<file path="src/rtl/gcd_result_display.sv">
// gcd_result_display: latches the processor result on Halt rise, converts it to BCD, scans it onto a 3-digit display
module gcd_result_display #(
   parameter int REFRESH_CYCLES = 4
) (
   input  logic        Clock,
   input  logic        Reset,
   input  logic        Halt,
   input  logic [7:0]  Value,
   output logic [11:0] Bcd,
   output logic        Valid,
   output logic        Busy,
   output logic [6:0]  Seg,
   output logic [2:0]  An
);
   typedef enum logic [1:0] {IDLE, CONVERT, DONE} state_t;
   localparam int RW = REFRESH_CYCLES > 1 ? $clog2(REFRESH_CYCLES) : 1;
   localparam logic [RW-1:0] REF_LAST = RW'(REFRESH_CYCLES - 1);
   localparam logic [6:0] DASH = 7'b0111111;
   localparam logic [6:0] BLANK = 7'b1111111;
   state_t state_q, state_d;
   logic halt_dly_q, halt_dly_d;
   logic [19:0] sh_q, sh_d, adj;
   logic [2:0] cnt_q, cnt_d;
   logic [11:0] bcd_q, bcd_d;
   logic valid_q, valid_d, busy_q, busy_d;
   logic [RW-1:0] ref_q, ref_d;
   logic [1:0] idx_q, idx_d;
   logic [6:0] seg_q, seg_d;
   logic [2:0] an_q, an_d;
   logic [3:0] dig;
   logic blank;
   function automatic logic [3:0] add3(input logic [3:0] n);
      return n >= 4'd5 ? n + 4'd3 : n;
   endfunction
   function automatic logic [6:0] seg7(input logic [3:0] d);
      case (d)
         4'd0: return 7'b1000000;
         4'd1: return 7'b1111001;
         4'd2: return 7'b0100100;
         4'd3: return 7'b0110000;
         4'd4: return 7'b0011001;
         4'd5: return 7'b0010010;
         4'd6: return 7'b0000010;
         4'd7: return 7'b1111000;
         4'd8: return 7'b0000000;
         4'd9: return 7'b0010000;
         default: return BLANK;
      endcase
   endfunction
   assign adj = {add3(sh_q[19:16]), add3(sh_q[15:12]), add3(sh_q[11:8]), sh_q[7:0]};
   always_comb begin
      state_d = state_q;
      halt_dly_d = Halt;
      sh_d = sh_q;
      cnt_d = cnt_q;
      bcd_d = bcd_q;
      valid_d = valid_q;
      busy_d = busy_q;
      case (state_q)
         IDLE: if (Halt && !halt_dly_q) begin
            sh_d = {12'b0, Value};
            cnt_d = 3'd0;
            busy_d = 1'b1;
            state_d = CONVERT;
         end
         CONVERT: begin
            sh_d = 20'({adj, 1'b0});
            cnt_d = cnt_q + 3'd1;
            state_d = cnt_q == 3'd7 ? DONE : CONVERT;
         end
         DONE: begin
            bcd_d = sh_q[19:8];
            valid_d = 1'b1;
            busy_d = 1'b0;
            state_d = IDLE;
         end
         default: state_d = IDLE;
      endcase
   end
   // Seg/An are computed from the next scan index so both registers move together
   always_comb begin
      ref_d = ref_q == REF_LAST ? '0 : ref_q + 1'b1;
      idx_d = ref_q != REF_LAST ? idx_q : idx_q == 2'd2 ? 2'd0 : idx_q + 2'd1;
      an_d = idx_d == 2'd0 ? 3'b110 : idx_d == 2'd1 ? 3'b101 : 3'b011;
      dig = idx_d == 2'd0 ? bcd_q[3:0] : idx_d == 2'd1 ? bcd_q[7:4] : bcd_q[11:8];
      blank = (idx_d == 2'd2 && bcd_q[11:8] == 4'd0) || (idx_d == 2'd1 && bcd_q[11:4] == 8'd0);
      seg_d = !valid_q ? DASH : blank ? BLANK : seg7(dig);
   end
   always_ff @(posedge Clock) begin
      if (Reset) begin
         state_q <= IDLE;
         halt_dly_q <= 1'b0;
         sh_q <= '0;
         cnt_q <= '0;
         bcd_q <= '0;
         valid_q <= 1'b0;
         busy_q <= 1'b0;
         ref_q <= '0;
         idx_q <= '0;
         seg_q <= DASH;
         an_q <= 3'b110;
      end else begin
         state_q <= state_d;
         halt_dly_q <= halt_dly_d;
         sh_q <= sh_d;
         cnt_q <= cnt_d;
         bcd_q <= bcd_d;
         valid_q <= valid_d;
         busy_q <= busy_d;
         ref_q <= ref_d;
         idx_q <= idx_d;
         seg_q <= seg_d;
         an_q <= an_d;
      end
   end
   assign Bcd = bcd_q;
   assign Valid = valid_q;
   assign Busy = busy_q;
   assign Seg = seg_q;
   assign An = an_q;
endmodule

</file>
<file path="config.mk">
export PLATFORM = sky130hd
export DESIGN_NAME = gcd_result_display
export DESIGN_NICKNAME = d
export VERILOG_FILES = /design/src/rtl/gcd_result_display.sv
export SDC_FILE = /design/constraint.sdc
export NUM_CORES = 1
export LEC_CHECK = 0
export BUFFER_PORTS_ARGS = -buffer_cell sky130_fd_sc_hd__buf_2
export CORE_ASPECT_RATIO = 1.25
export CORE_MARGIN = 10
export CORE_UTILIZATION = 50
export DETAILED_ROUTE_END_ITERATION = 10
export PLACE_DENSITY = 0.71
export SYNTH_ARGS = -nofsm -noshare
export SYNTH_HDL_FRONTEND = slang
export SYNTH_SLANG_ARGS = --single-unit
</file>
<file path="constraint.sdc">
create_clock -name Clock -period 6 [get_ports Clock]
set_clock_uncertainty 0.2 [all_clocks]
set_input_delay 1.2 -clock Clock [delete_from_list [all_inputs] [get_ports Clock]]
set_output_delay 1.2 -clock Clock [all_outputs]
set_load 0.02 [all_outputs]
</file>
==> results.sh, run 1 <==
export IMPL_slew_headroom_pct=40.07
export IMPL_slowest_stage="xnor2_1"
export IMPL_nFillCells=468
export IMPL_ys_dominant_reg_cell="dfxtp_1"
export IMPL_final_max_slew_violation_count=0
export IMPL_fin_util_pct=57.34
export IMPL_die_h_um=100.9
export IMPL_numCtsBuffers=5
export IMPL_synth_common_cells="dfxtp_1, nand2_1, nor2_1"
export IMPL_synth_top_cell_area_share_pct=41.30
export IMPL_detailedPlace_worstSlack_ns=3.013
export IMPL_synthesis_area_um2=2618
export IMPL_dpl_hpwl_mm=4.127
export IMPL_cp_buffers_inverters=0
export IMPL_grt_max_degree=49
export IMPL_core_um2=5080
export IMPL_cts_root_buf="clkbuf_8"
export IMPL_cts_max_level=2
export IMPL_synth_top_area_cell="dfxtp_1"
export IMPL_ys_ff_latch=54
export IMPL_clock_latency_ns=0.31
export IMPL_path_clk_slew_ns=0.09
export IMPL_min_path_type="flop to flop"
export IMPL_avgSynthCellArea_um2=8.639
export IMPL_synth_edff_count=0
export IMPL_stdcell_count=391
export IMPL_drive_above_1_share_pct=18.84
export IMPL_leakage_uw=0.001146
export IMPL_tightest_slew_ns=0.8971
export IMPL_overflow=0
export IMPL_seqCellArea_um2=1081
export IMPL_max_freq_ghz=0.3627
export IMPL_tritoncts="built"
export IMPL_yosys_top_cells_area="dfxtp_1, ha_1, nand2_1"
export IMPL_dr_pass1_iters=4
export IMPL_die_w_um=84.72
export IMPL_cp_data_arrival_time_ns=2.75
export IMPL_post_cts_buffers=0
export IMPL_gp_congestion=0.9534
export IMPL_grtUsageTotal_pct=13.15
export IMPL_async_flop_share_pct=0
export IMPL_vias_per_cell=5.547
export IMPL_layout_setup_ws_ns=3.243
export IMPL_nets=354
export IMPL_portBuffers=34
export IMPL_cts_hold_buf=0
export IMPL_max_vdd_ir_drop_mv=0.1199
export IMPL_grt_pass1_wl_mm=9.501
export IMPL_vias=2169
export IMPL_seq_area_frac_synth_pct=41.30
export IMPL_hold_violations=0
export IMPL_r2r_slack_ns=3.24
export IMPL_synth_nets=328
export IMPL_synthCells=303
export IMPL_crit_type="flop to flop"
export IMPL_finalCritPeriodShare_pct=45.95
export IMPL_drtIter0Drc=81
export IMPL_rsz0062_at_grt="no"
export IMPL_max_stage_delay_ns=0.52
export IMPL_grt_pass1_vias=2090
export IMPL_synth_most_common_cell="dfxtp_1"
export IMPL_place_area_um2=2800
export IMPL_start_util_pct=51.53
export IMPL_post_cts_resized_instances=0
export IMPL_status="finished, final reports clean"
export IMPL_cpMostUsedCell="ha_1"
export IMPL_setup_worst_path_end_class="flop"
export IMPL_insertedDiodeCount=0
export IMPL_power_density_nw_per_um2=249.4
export IMPL_area_growth_pct=11.28
export IMPL_multi_input_area_um2=1423
export IMPL_io_pins=35
export IMPL_cts_sinks=54
export IMPL_cp_max_fo=14
export IMPL_placed_cells=384
export IMPL_max_clock_path_buffers=2
export IMPL_wl_mm=5.586
export IMPL_critical_path_top_delay_family="compound AO/OA/AOI/OAI gates"
export IMPL_drc_errors=0
export IMPL_final_cell_area_um2=2913
export IMPL_path_cells="ha_1, xnor2_1, o22a_1, o221a_4, ha_1, nor3_1, o21a_1, o21ai_1"
export IMPL_row_count=29
export IMPL_finalSetupViolCount=0
export IMPL_synth_cell_types=56
export IMPL_crit_path_start_kind="flop"
export IMPL_ant_nets=0
export IMPL_avgRoutedWirePerCell_um=14.29
export IMPL_setup_tns_ns=0
export IMPL_dieArea_um2=8547
export IMPL_max_cap_viol_count=0
export IMPL_antenna_found_initial=0
export IMPL_fin_crit_ns=2.757
export IMPL_required_ns=5.99
export IMPL_yosysWarnings=0
## power breakdown
part,switching [uW],internal (uW)
Sequential,7.55,369
Combinational,62.8,39.7
Clock,114,134
## layer usage
layer  wire [um]  vias up  global-route usage (%)
met1        2371     1012                   14.38
met3         264        7                   2.994
met2        2859       40                   23.33
li1            -     1110                       -
met4          91        0                   6.345
met5           0        -                       0
## metrics by stage
step	power, uW	hold WS, ns
6_report	726.5	0.2314
5_1_grt	756.8	0.2645
4_1_cts	732.5	0.2346
3_5_place_dp	486.9	0.2214
3_3_place_gp	485.2	0.2164
2_1_floorplan	466.3	0.2043
## layout make-up
class / count / share of cell area [%]
timing repair buffer: 35 / 6.100
clock inverter: 1 / 1.031
clock buffer: 6 / 2.835
inverter: 11 / 1.418
sequential: 54 / 37.11
multi-input combinational: 222 / 48.84
tap: 62 / 2.663
## cell usage in the layout, fill, tap and decap left out, drive strengths merged, types with 6 or more instances in the layout
cell    count
dfxtp      54
inv        11
nand2b      9
xnor2       6
buf        35
o21ai      11
ha         14
nand2      47
nor2       29
a21oi      25
clkbuf      6
nor3       12
a22oi       7
a311oi      7
## sequential cells by signal, summed over array words and instances, names as in the netlist
name        count
Valid           1
idx_q           2
Bcd            12
sh_q           20
cnt_q           3
An              3
Busy            1
Seg             7
halt_dly_q      1
state_q         2
ref_q           2
## cell families after synthesis
group                      Yosys count  synth area share, %
muxes                                1               0.3824
and+or+nand+nor                    125                23.95
AOI/OAI and AO/OA                   76                21.32
adders and majority gates           14                6.692
xor gates and xnor gates             6                2.008
buffers and inverters               27                4.350
DFF                                 54                41.30
## worst paths after layout
path	from	endpoint	cells after the start
hold reg to reg	ref_q[0]	ref_q[0]	1
hold / removal	ref_q[0]	ref_q[0]	1
setup reg to reg	ref_q[0]	Seg[3]	8
setup / recovery	ref_q[0]	Seg[3]	8
(Power assumes the default switching activity.)
==> inputs of run 2 (changes only) <==
==> constraint.sdc (replaced) <==
create_clock -name Clock -period 2.82 [get_ports Clock]
set_clock_uncertainty 0.2 [all_clocks]
set_input_delay 0.564 -clock Clock [delete_from_list [all_inputs] [get_ports Clock]]
set_output_delay 0.564 -clock Clock [all_outputs]
set_load 0.02 [all_outputs]
==> run 2 against run 1 <==
Compared with the run above: flip-flop and latch count did not move; utilization rose by 0.20 points; clock power rose by 80%; setup slack got worse by 3.0 ns; cell area rose by 0.34%; global-route usage rose by 1.0 points; critical endpoint is now Seg[0]; highest routed layer unchanged.
==> results.sh, run 2 (same netlist as run 1, synthesis figures left out) <==
export IMPL_status="finished, final reports clean"
export IMPL_min_path_type="flop to flop"
export IMPL_rsz0062_at_grt="no"
export IMPL_min_to="ref_q[0]"
export IMPL_portBuffers=34
export IMPL_seqPwrFrac_pct=54.5
export IMPL_critical_path_top_delay_family="compound AO/OA/AOI/OAI gates"
export IMPL_slowest_stage="xnor2_1"
export IMPL_net_switching_power_uw=419.5
export IMPL_insertedDiodeCount=0
export IMPL_grtUsageTotal_pct=14.16
export IMPL_max_freq_ghz=0.3840
export IMPL_max_clock_path_buffers=2
export IMPL_layout_setup_ws_ns=0.2157
export IMPL_final_cell_mix="dfxtp_1, nand2_1, buf_2"
export IMPL_cpMostUsedCell="ha_1"
export IMPL_largest_reg_flops=20
export IMPL_setup_worst_path_end_class="flop"
export IMPL_vias=2222
export IMPL_overflow=0
export IMPL_worstReg2RegStart="ref_q[0]"
export IMPL_path_cells="ha_1, xnor2_1, o22a_1, o221a_4, inv_2, ha_1, nor3_1, o21ai_1, a21bo_1"
export IMPL_slew_headroom_pct=64.61
export IMPL_max_stage_delay_ns=0.49
export IMPL_antenna_found_initial=0
export IMPL_intPower_uw=1052
export IMPL_numCtsBuffers=5
export IMPL_place_area_um2=2830
export IMPL_largest_register="sh_q"
export IMPL_pwr_share_clk_pct=30.2
export IMPL_final_cell_area_um2=2923
export IMPL_nets=358
export IMPL_rr_worst_depth=9
export IMPL_required_ns=2.84
export IMPL_dr_pass1_iters=6
export IMPL_min_delay_start="ref_q[0]"
export IMPL_ant_nets=0
export IMPL_crit_type="flop to flop"
export IMPL_tritoncts="built"
export IMPL_area_growth_pct=11.66
export IMPL_nFillCells=490
export IMPL_dpl_hpwl_mm=4.288
export IMPL_die_h_um=100.9
export IMPL_grt_pass1_wl_mm=10.22
export IMPL_cts_root_buf="clkbuf_8"
export IMPL_grt_pass1_vias=2201
export IMPL_finalSetupViolCount=0
export IMPL_final_max_slew_violation_count=0
export IMPL_wl_mm=5.893
export IMPL_core_um2=5080
export IMPL_tightest_slew_ns=0.5270
export IMPL_post_cts_buffers=0
export IMPL_detailedPlace_worstSlack_ns=0.2489
export IMPL_grt_max_degree=45
export IMPL_row_count=29
export IMPL_vias_per_cell=5.611
export IMPL_avgRoutedWirePerCell_um=14.88
export IMPL_cts_max_level=2
export IMPL_cp_buffers_inverters=1
export IMPL_p_comb_share_pct=15.3
export IMPL_path_clk_slew_ns=0.10
export IMPL_r2r_slack_ns=0.22
export IMPL_max_cap_viol_count=0
export IMPL_start_util_pct=51.53
export IMPL_die_w_um=84.72
export IMPL_max_vdd_ir_drop_mv=0.3366
export IMPL_cts_sinks=54
export IMPL_final_common_cell="dfxtp_1"
export IMPL_drtIter0Drc=88
export IMPL_crit_path_start_kind="flop"
export IMPL_cp_data_arrival_time_ns=2.62
export IMPL_dieArea_um2=8547
export IMPL_gp_congestion=0.8662
export IMPL_total_power_uw=1472
export IMPL_drive_above_1_share_pct=20.06
export IMPL_finalCritPeriodShare_pct=92.35
export IMPL_fin_crit_ns=2.604
export IMPL_io_pins=35
export IMPL_drc_errors=0
export IMPL_cts_hold_buf=0
export IMPL_power_density_nw_per_um2=503.5
export IMPL_leakage_uw=0.001150
export IMPL_hold_violations=0
export IMPL_post_cts_resized_instances=0
export IMPL_setup_tns_ns=0
export IMPL_clock_latency_ns=0.31
export IMPL_min_path_cells=1
export IMPL_timing_rr_end="Seg[0]"
export IMPL_cp_max_fo=8
export IMPL_switching_share_pct=28.51
## run 2: changes by cell type in the layout (fill, tap and decap cells not counted)
cell / previous run / this run
clkbuf_8: 6 / 5
inv_6: 0 / 1
buf_4: 1 / 5
clkinvlp_4: 0 / 2
bufinv_16: 1 / 0
## run 2: through the flow
| step | hold WS (ns) | util [%] | cells |
|---|---|---|---|
| finish | 0.2324 | 57.54 | 396 |
| global route | 0.2339 | 57.54 | 396 |
| CTS | 0.2337 | 57.54 | 396 |
| detailed placement | 0.2192 | 55.71 | 388 |
| global placement | 0.2110 | 55.71 | 388 |
| floorplan | 0.2043 | - | 303 |
## run 2: worst max path at each step
stage | from | to | slack, ns | cells after the start
global placement | ref_q[0] | Seg[3] | 0.34 | 9
detailed placement | ref_q[0] | Seg[0] | 0.25 | 9
finish | ref_q[0] | Seg[0] | 0.22 | 9
floorplan | ref_q[0] | Seg[0] | 0.50 | 9
CTS | ref_q[0] | Seg[0] | 0.22 | 9
global route | ref_q[0] | Seg[3] | 0.05 | 8
## run 2: final cells by class
class | instances | area (um2) | area share (%)
sequential | 54 | 1081 | 36.99
inverter | 11 | 41.29 | 1.413
multi-input combinational | 222 | 1423 | 48.67
timing repair buffer | 39 | 207.7 | 7.106
tap | 62 | 77.57 | 2.654
clock buffer | 5 | 68.82 | 2.354
clock inverter | 3 | 23.77 | 0.8134
## run 2: per-layer routing
| metal | vias to the layer above | GRT usage [%] | share of wire, % |
|---|---|---|---|
| met1 | 1048 | 15.35 | 42 |
| met5 | - | 0 | 0 |
| met3 | 10 | 3.803 | 5.1 |
| met4 | 0 | 6.345 | 2.3 |
| met2 | 41 | 25.07 | 51 |
| li1 | 1123 | - | - |
## run 2: power by group through the flow
stage                     clock network [uW]  registers, uW  logic, uW
after floorplan                            0            818        174
after global placement                     0            818        217
after detailed placement                   0            819        224
after CTS                                455            802        226
after global routing                     482            805        249
final                                    445            801        225
